==> src/rtl/timer_responder_pkg.sv <==
// rtl/timer_responder_pkg.sv - shared register offsets, CTRL fields, modes and FSM states
package timer_responder_pkg;

  localparam logic [1:0] OFF_CTRL   = 2'd0;
  localparam logic [1:0] OFF_PRESET = 2'd1;
  localparam logic [1:0] OFF_COUNT  = 2'd2;
  localparam logic [1:0] OFF_PSC    = 2'd3;

  localparam int CTRL_EN      = 0;
  localparam int CTRL_MODE_LO = 1;
  localparam int CTRL_MODE_HI = 2;
  localparam int CTRL_IM      = 3;

  localparam logic [1:0] MODE_ONESHOT = 2'b00;
  localparam logic [1:0] MODE_RELOAD  = 2'b01;

  typedef enum logic [1:0] {
    ST_IDLE = 2'd0,
    ST_LOAD = 2'd1,
    ST_CNT  = 2'd2,
    ST_INT  = 2'd3
  } state_t;

endpackage

==> src/rtl/timer_responder_tc_prescaler.sv <==
// rtl/timer_responder_tc_prescaler.sv - prescale counter emitting one tick per PSC+1 running cycles
module tc_prescaler (
  input  logic        clk,
  input  logic        rst,
  input  logic        i_clear,
  input  logic        i_run,
  input  logic [15:0] i_psc,
  output logic        o_tick
);

  logic [15:0] r_cnt;

  assign o_tick = i_run && (r_cnt == i_psc);

  always_ff @(posedge clk or negedge rst) begin
    if (!rst) begin
      r_cnt <= '0;
    end else if (i_clear) begin
      r_cnt <= '0;
    end else if (i_run) begin
      r_cnt <= o_tick ? 16'd0 : r_cnt + 16'd1;
    end
  end

endmodule

==> src/rtl/timer_responder.sv <==
// rtl/timer_responder.sv - memory-mapped countdown timer responder with maskable irq
// Optional prescaler at offset 0xC enabled by defining TIMER_PRESCALE_EN.
module timer_responder
  import timer_responder_pkg::*;
#(
  parameter logic [31:0] BASE_ADDR = 32'h0000_7F00
) (
  input  logic        clk,
  input  logic        rst,
  input  logic [31:0] addr,
  input  logic        we,
  input  logic [31:0] wd,
  output logic        hit,
  output logic [31:0] rd,
  output logic        irq
);

  logic [3:0]  r_ctrl;
  logic [31:0] r_preset;
  logic [31:0] r_count;
  logic        r_flag;
  state_t      r_state;

  logic [1:0]  w_off;
  logic        w_wr;
  logic        w_ctrl_wr;
  logic        w_tick;
  logic [1:0]  w_mode;
  logic        w_unused;

  assign hit       = (addr[31:4] == BASE_ADDR[31:4]);
  assign w_off     = addr[3:2];
  assign w_wr      = hit && we;
  assign w_ctrl_wr = w_wr && (w_off == OFF_CTRL);
  assign w_mode    = r_ctrl[CTRL_MODE_HI:CTRL_MODE_LO];
  assign irq       = r_flag && r_ctrl[CTRL_IM];
  assign w_unused  = &{1'b0, addr[1:0]};

`ifdef TIMER_PRESCALE_EN
  logic [15:0] r_psc;

  always_ff @(posedge clk or negedge rst) begin
    if (!rst) begin
      r_psc <= '0;
    end else if (w_wr && (w_off == OFF_PSC)) begin
      r_psc <= wd[15:0];
    end
  end

  tc_prescaler u_prescaler (
    .clk     (clk),
    .rst     (rst),
    .i_clear (r_state == ST_LOAD),
    .i_run   (r_state == ST_CNT),
    .i_psc   (r_psc),
    .o_tick  (w_tick)
  );
`else
  assign w_tick = 1'b1;
`endif

  always_comb begin
    rd = '0;
    if (hit) begin
      case (w_off)
        OFF_CTRL:   rd = {28'd0, r_ctrl};
        OFF_PRESET: rd = r_preset;
        OFF_COUNT:  rd = r_count;
`ifdef TIMER_PRESCALE_EN
        OFF_PSC:    rd = {16'd0, r_psc};
`endif
        default:    rd = '0;
      endcase
    end
  end

  // The CTRL write sits after the FSM case so a bus write overrides the FSM's EN clear.
  always_ff @(posedge clk or negedge rst) begin
    if (!rst) begin
      r_ctrl   <= '0;
      r_preset <= '0;
      r_count  <= '0;
      r_flag   <= 1'b0;
      r_state  <= ST_IDLE;
    end else begin
      if (w_wr && (w_off == OFF_PRESET)) begin
        r_preset <= wd;
      end

      case (r_state)
        ST_IDLE: begin
          if (r_ctrl[CTRL_EN]) begin
            r_state <= ST_LOAD;
          end
        end
        ST_LOAD: begin
          r_count <= r_preset;
          r_state <= ST_CNT;
        end
        ST_CNT: begin
          if (!r_ctrl[CTRL_EN]) begin
            r_state <= ST_IDLE;
          end else if (w_tick) begin
            if (r_count != 32'd0) begin
              r_count <= r_count - 32'd1;
            end else begin
              r_state <= ST_INT;
              r_flag  <= 1'b1;
            end
          end
        end
        ST_INT: begin
          if (w_mode == MODE_RELOAD) begin
            r_flag  <= 1'b0;
            r_state <= ST_LOAD;
          end else begin
            r_ctrl[CTRL_EN] <= 1'b0;
            r_state         <= ST_IDLE;
          end
        end
        default: r_state <= ST_IDLE;
      endcase

      if (w_ctrl_wr) begin
        r_ctrl <= wd[3:0];
        r_flag <= 1'b0;
      end
    end
  end

endmodule

==> config.mk <==
export PLATFORM = sky130hd
export DESIGN_NAME = timer_responder
export DESIGN_NICKNAME = d
export VERILOG_FILES = /design/src/rtl/timer_responder_pkg.sv /design/src/rtl/timer_responder_tc_prescaler.sv /design/src/rtl/timer_responder.sv
export SDC_FILE = /design/constraint.sdc
export NUM_CORES = 1
export LEC_CHECK = 0
export BUFFER_PORTS_ARGS = -buffer_cell sky130_fd_sc_hd__buf_2
export CAP_MARGIN = 30
export CORE_ASPECT_RATIO = 1.2
export CORE_UTILIZATION = 55
export DETAILED_ROUTE_END_ITERATION = 8
export HOLD_SLACK_MARGIN = 0.05
export MAX_ROUTING_LAYER = met4
export PLACE_DENSITY = 0.86
export SLEW_MARGIN = 20
export SYNTH_ARGS = -nofsm -noshare
export SYNTH_HDL_FRONTEND = slang
export SYNTH_HIERARCHICAL = 1
export SYNTH_SLANG_ARGS = --single-unit
==> constraint.sdc <==
create_clock -name clk -period 6.5 [get_ports clk]
set_clock_uncertainty 0.15 [all_clocks]
set_input_delay 1.3 -clock clk [delete_from_list [all_inputs] [get_ports clk]]
set_output_delay 1.3 -clock clk [all_outputs]
set_load 0.01 [all_outputs]
==> results of run 1 <==
-- state kept, by name (all words and copies together) (netlist names) --
signal	cells
r_count	32
r_ctrl	4
r_flag	1
r_preset	32
r_state	2
-- worst paths after layout --
kind / slack, ps / cells after the start / to
min in group asynchronous: 710 / 2 / r_preset[27]$_DFFE_PN0P_
max in group asynchronous: 4950 / 3 / r_count[23]$_DFFE_PN0P_
setup / recovery: 2080 / 6 / rd[25]
setup reg to reg: 3030 / 7 / r_count[30]$_DFFE_PN0P_
hold / removal: 360 / 1 / r_count[29]$_DFFE_PN0P_
hold reg to reg: 360 / 1 / r_count[29]$_DFFE_PN0P_
-- stage by stage --
step	total power [uW]	worst slack (ps)	util (%)
CTS	882.9	2072	67.41
detailed placement	490.8	2008	64.36
global placement	488.7	2057	64.14
finish	883.7	2085	67.78
floorplan	458.8	2194	-
global route	909.2	1957	67.78
-- worst max-delay path, stage by stage --
cell	delay, ps
buf_2	90
or4b_1	500
or4_1	500
buf_4	270
nor2_1	150
buf_2	150
-- per-layer routing --
| layer | vias up | global-route usage (%) |
|---|---|---|
| li1 | 1852 | - |
| met1 | 2003 | 38.65 |
| met2 | 225 | 45.58 |
| met3 | 42 | 6.197 |
| met4 | 0 | 15.80 |
| met5 | - | - |
-- power groups by stage --
| stage | Clock, uW | Combinational [uW] | Sequential [uW] |
|---|---|---|---|
| global route | 421 | 47.0 | 441 |
| finish | 400 | 42.2 | 441 |
| detailed placement | 0 | 40.7 | 450 |
| global placement | 0 | 38.6 | 450 |
| floorplan | 0 | 8.63 | 450 |
| CTS | 401 | 40.8 | 441 |
-- final cells by class --
type                            count  area [sq um]
Timing Repair Buffer              108         593.1
Sequential cell                    71          1777
Multi-Input combinational cell    336          2205
Clock buffer                        9         123.9
Tap cell                           90         112.6
Inverter                            6         22.52
Fill cell                         571          2344
Clock inverter                      7         97.59
-- layout by cell type (no fill, tap or decap), drive strengths merged, types with 4 or more instances in the layout --
master,n
a22oi,32
nor2,58
or4,8
o22a,6
o21ai,26
nor2b,5
dfrtp,71
nor4,17
a21oi,36
o2bb2ai,4
clkbuf,9
o21a,4
o32ai,4
nor3,10
mux2,35
o22ai,4
nand2,23
nand3,12
mux2i,6
buf,108
a31oi,5
nand4,5
o41ai,4
inv,6
nor4b,4
-- cells by family (layout without fill, tap and decap cells) --
family | count (synthesis) | after routing
and+or+nand+nor | 156 | 156
AOI/OAI and AO/OA | 138 | 138
DFF | 71 | 71
muxes | 41 | 41
buffers and inverters | 41 | 130
adders and majority gates | 1 | 1
==> flow_metrics.py, run 1 <==
metrics = {
    "sta": {
        "maxSlewViolCount": 0,
        "finalHoldViolCount": 0,
        "clock.fmax_mhz": 226.5,
        "post-route-period-util_pct": 67.93,
        "grt_setup_unrepaired": "false",
        "setup_total_negative_slack_ps": 0,
        "final_hold_slack_ps": 359.4,
        "slew_headroom_pct": 41.46,
        "period_minus_slack_ps": 4415,
        "finalSetupViolations": 0,
        "transition_time_at_the_pin_with_the_least_slew_margin_ps": 876.2,
    },
    "yosys": {
        "yosys.cell_count.top_type": "dfrtp_1",
        "synth_top_cells_by_area": "dfrtp_1, mux2_2, a22oi_1",
        "post_synth_fa_ha_maj_area_fraction_pct": 0.3012,
        "synthesis.yosys.warnings": 6,
        "postSynthAreaPerCell_sq_um": 9.272,
        "yosys_register_bits": 71,
        "largest_family_of_logic_cells_by_synthesized_area": "compound AO/OA/AOI/OAI gates",
        "sequential_to_total_area_share_from_yosys_stat_pct": 42.77,
        "synth_commonest_cells": "dfrtp_1, nor2_1, a21oi_1",
        "synth.top_cell.area_share_pct": 42.77,
        "synth.mux.area_fraction_pct": 10.93,
        "simple_gate_portion_of_the_synthesized_area_pct": 19.43,
        "synth.lib_cells_used.distinct": 51,
        "yosysTopAreaCell": "dfrtp_1",
        "synthArstFlopShare_pct": 100.0,
        "synth_edf_count": 0,
        "syn-instance-count": 448,
        "dominantRegCellSynth": "dfrtp_1",
        "synth-compound-area-share_pct": 22.20,
        "synthesis.area_sq_um": 4154,
        "syn-num-nets": 516,
        "xor_xnor_cell_area_share_of_the_yosys_netlist_pct": 0,
    },
    "cells_and_area": {
        "stdcell_area_sq_um": 4931,
        "nets": 600,
        "flow.area_growth_from_synthesis_pct": 18.70,
        "stdcell_count": 627,
        "final_layout_size_suffix_gt1_share_pct": 31.84,
        "antennaDiodeCount": 0,
    },
    "clock_tree": {
        "ctsHtreeMaxLevel": 3,
        "cts-resized-gates": 0,
        "cts_inserted_buffers": 9,
        "post_cts_buffers": 0,
        "cts_tree": "done",
        "clock-sinks": 71,
        "clk_latency_ps": 370,
        "root_cell_of_the_clock_tree": "clkbuf_8",
        "cts.path.max_buffers": 2,
        "cts.hold.buffers_added": 0,
        "worst_setup_hold_path_clk_slew_ps": 80,
    },
    "detailed_routing": {
        "routed_via_density": 6.574,
        "drt_first_pass_iters": 5,
        "drt-total-wl_mm": 10.89,
        "routed.top_layer": "met4",
        "count_of_antenna_violating_nets_left_after_detailed_routing": 0,
        "routed-via-count": 4122,
        "met1_length_mm": 4.235,
        "routedWlPerCell_um": 17.36,
        "met2RoutedLength_mm": 5.516,
        "route.met3.wl_um": 749,
        "drcViolationCount": 0,
        "drtIter0Drc": 401,
    },
    "power": {
        "seq_power_share_pct": 49.9,
        "power.clock.fraction_pct": 45.3,
        "power.switching_fraction_pct": 23.43,
        "cellLeakagePower_uw": 0.002359,
        "netsw_uw": 207.1,
        "combinationalPowerShare_pct": 4.8,
        "p_int_uw": 676.6,
        "power.density_cell_area_nw_per_um2": 179.2,
        "ir_worst_vdd_mv": 0.1264,
    },
    "placement": {
        "dp_cells": 610,
        "hpwl_mm": 7.238,
        "place.port_buffers": 98,
        "gp_congestion": 0.8389,
        "place_area_sq_um": 4682,
    },
    "global_routing": {
        "grt.overflow.total": 0,
        "first_global_vias": 3928,
        "largest_net_degree_at_the_start_of_global_routing": 72,
        "grt_first_pass_wirelength_mm": 18.17,
        "grt_use_total_pct": 30.51,
        "antenna_found_initial": 0,
    },
    "worst_hold_path": {
        "hp-class": "register to register",
        "holdCritStartpoint": "r_count[29]$_DFFE_PN0P_",
    },
    "worst_setup_path": {
        "cp.arrival_ps": 2970,
        "critical_path_peak_fanout": 35,
        "critPathRequiredTime_ps": 5050,
        "r2r-start": "r_count[0]$_DFFE_PN0P_",
        "timing.setup.critical_path_class": "input port to output port",
        "cp-end-kind": "output port",
        "setup.worst_path.start_class": "input port",
        "critPathLaunch": "addr[5]",
    },
    "status": {
        "status": "complete, no violations",
    },
    "die": {
        "floorplan.die.width_um": 81.34,
        "start_util_pct": 57.10,
        "dieArea_sq_um": 7906,
        "core_area_sq_um": 7274,
        "floorplan.die.height_um": 97.20,
        "ioPinCount": 101,
        "rows": 34,
    },
    "flow_run": {
        "max_cap_viol_count": 0,
    },
}
Note: power is estimated with default switching activity, not from simulation.
==> run 2, diff against run 1 <==
--- a/config.mk
+++ b/config.mk
@@ -8,11 +8,11 @@
 export BUFFER_PORTS_ARGS = -buffer_cell sky130_fd_sc_hd__buf_2
 export CAP_MARGIN = 30
 export CORE_ASPECT_RATIO = 1.2
-export CORE_UTILIZATION = 55
+export CORE_UTILIZATION = 49
 export DETAILED_ROUTE_END_ITERATION = 8
 export HOLD_SLACK_MARGIN = 0.05
 export MAX_ROUTING_LAYER = met4
-export PLACE_DENSITY = 0.86
+export PLACE_DENSITY = 0.81
 export SLEW_MARGIN = 20
 export SYNTH_ARGS = -nofsm -noshare
 export SYNTH_HDL_FRONTEND = slang
==> constraint.sdc (replaced) <==
create_clock -name clk -period 3.8 [get_ports clk]
set_clock_uncertainty 0.15 [all_clocks]
set_input_delay 0.76 -clock clk [delete_from_list [all_inputs] [get_ports clk]]
set_output_delay 0.76 -clock clk [all_outputs]
set_load 0.01 [all_outputs]
==> flow_metrics.py, run 2 (synthesized netlist as in run 1, its figures left out) <==
metrics = {
    "status": {
        "status": "complete, no violations",
    },
    "global_routing": {
        "grt_use_total_pct": 26.69,
        "grt.overflow.total": 0,
        "largest_net_degree_at_the_start_of_global_routing": 45,
        "first_global_vias": 3781,
        "grt_first_pass_wirelength_mm": 17.75,
        "antenna_found_initial": 0,
    },
    "cells_and_area": {
        "largestRegisters": "r_count (32), r_preset (32), r_ctrl (4)",
        "antennaDiodeCount": 0,
        "stdcell_count": 659,
        "area_of_combinational_cells_with_multiple_inputs_sq_um": 2203,
        "final_layout_size_suffix_gt1_share_pct": 32.29,
        "most_common_cell_after_layout_fill_and_taps_aside": "buf_2",
        "final.fill_count": 714,
        "flow.area_growth_from_synthesis_pct": 19.73,
        "nets": 608,
        "seq_area_sq_um": 1777,
        "layout.cells.most_common_list": "buf_2, dfrtp_1, nor2_1",
    },
    "worst_setup_path": {
        "critical_path.n_buffers_inverters": 3,
        "critical_path_peak_fanout": 35,
        "cp-end-kind": "output port",
        "cp.arrival_ps": 2460,
        "crit_path_cell_trace": "buf_2, or4b_1, or4_1, buf_4, nor2_1, buf_2",
        "worst_path_largest_cell_delay_ps": 500,
        "path_common_cell": "buf_2",
        "setup.worst_path.start_class": "input port",
        "critPathTopFamily": "simple AND/OR/NAND/NOR gates",
        "worst-r2r-setup-slack_ps": 850,
        "crit_slowest_cell": "or4b_1",
        "timing.setup.critical_path_class": "input port to output port",
        "critPathRequiredTime_ps": 2890,
    },
    "placement": {
        "dp_cells": 643,
        "gp_congestion": 0.8473,
        "hpwl_mm": 7.498,
        "place.port_buffers": 98,
    },
    "die": {
        "start_util_pct": 50.95,
        "floorplan.die.width_um": 86.05,
        "rows": 36,
        "floorplan.die.height_um": 102.9,
        "ioPinCount": 101,
        "dieArea_sq_um": 8851,
        "core_area_sq_um": 8153,
    },
    "clock_tree": {
        "cts-resized-gates": 0,
        "root_cell_of_the_clock_tree": "clkbuf_8",
        "cts.path.max_buffers": 2,
        "cts_tree": "done",
        "cts_inserted_buffers": 9,
        "post_cts_buffers": 0,
        "ctsHtreeMaxLevel": 3,
        "worst_setup_hold_path_clk_slew_ps": 70,
        "clk_latency_ps": 360,
        "cts.hold.buffers_added": 0,
        "clock-sinks": 71,
    },
    "power": {
        "netsw_uw": 326.0,
        "power.clock.fraction_pct": 42.3,
        "p_int_uw": 1104,
        "power.switching_fraction_pct": 22.79,
        "seq_power_share_pct": 52.8,
        "combinationalPowerShare_pct": 4.9,
        "power.density_cell_area_nw_per_um2": 287.6,
        "cellLeakagePower_uw": 0.002371,
        "ir_worst_vdd_mv": 0.1806,
        "total_power_uw": 1430,
    },
    "sta": {
        "post-route-period-util_pct": 88.68,
        "finalSetupViolations": 0,
        "finalHoldViolCount": 0,
        "setup_total_negative_slack_ps": 0,
        "transition_time_at_the_pin_with_the_least_slew_margin_ps": 743.8,
        "slew_headroom_pct": 49.95,
        "clock.fmax_mhz": 296.7,
        "period_minus_slack_ps": 3370,
        "maxSlewViolCount": 0,
        "grt_setup_unrepaired": "false",
    },
    "detailed_routing": {
        "drcViolationCount": 0,
        "routedWlPerCell_um": 16.22,
        "drtIter0Drc": 306,
        "routed-via-count": 3960,
        "met1_length_mm": 4.401,
        "routed_via_density": 6.009,
        "routed.top_layer": "met4",
        "count_of_antenna_violating_nets_left_after_detailed_routing": 0,
        "route.met3.wl_um": 643,
        "drt_first_pass_iters": 5,
        "drt-total-wl_mm": 10.69,
        "met2RoutedLength_mm": 5.416,
    },
    "worst_hold_path": {
        "hp-class": "input port to async pin",
    },
    "flow_run": {
        "max_cap_viol_count": 0,
    },
}
-- run 2: cell count changes in the layout (fill, tap and decap cells not counted), sizes merged --
cell      delta
clkbuf       +3
clkinvlp     -2
buf          +8
bufinv       -1
-- run 2: path summary, 6_finish.rpt --
kind	start	endpoint	cells after the start
max in group asynchronous	rst	r_preset[9]$_DFFE_PN0P_	2
setup reg to reg	r_count[14]$_DFFE_PN0P_	r_count[10]$_DFFE_PN0P_	6
hold / removal	rst	r_preset[21]$_DFFE_PN0P_	1
setup / recovery	addr[5]	rd[13]	6
min in group clk	r_count[29]$_DFFE_PN0P_	r_count[29]$_DFFE_PN0P_	1
hold reg to reg	r_count[29]$_DFFE_PN0P_	r_count[29]$_DFFE_PN0P_	1
-- run 2: final cells by class --
class / count / area share (%)
clock inverter: 4 / 0.9057
inverter: 6 / 0.4528
clock buffer: 12 / 2.918
timing repair buffer: 116 / 12.83
sequential: 71 / 35.72
multi-input combinational: 336 / 44.30
tap: 114 / 2.868
-- run 2: stage by stage --
stage	util, %	hold WS, ps	instance area [sq um]	setup slack (ps)
global route	61.00	149.5	4974	342.6
global placement	58.67	345.6	4783	461.3
CTS	61.00	131.7	4974	422.4
detailed placement	58.67	344.2	4783	453.4
floorplan	-	314.4	4154	573.7
finish	61.00	126.5	4974	430.0
-- run 2: layer usage --
layer	vias up	global-route usage, %
met3	22	4.564
met2	173	44.32
met4	0	13.33
met1	1894	31.45
met5	-	-
li1	1871	-
-- run 2: power by group through the flow --
stage,sequential [uW],combinational (uW),clock [uW]
after floorplan,770,14.8,0
after detailed placement,770,71.4,0
after global placement,770,69.0,0
after CTS,755,71.6,611
after global routing,755,78.1,649
final,755,70.0,605
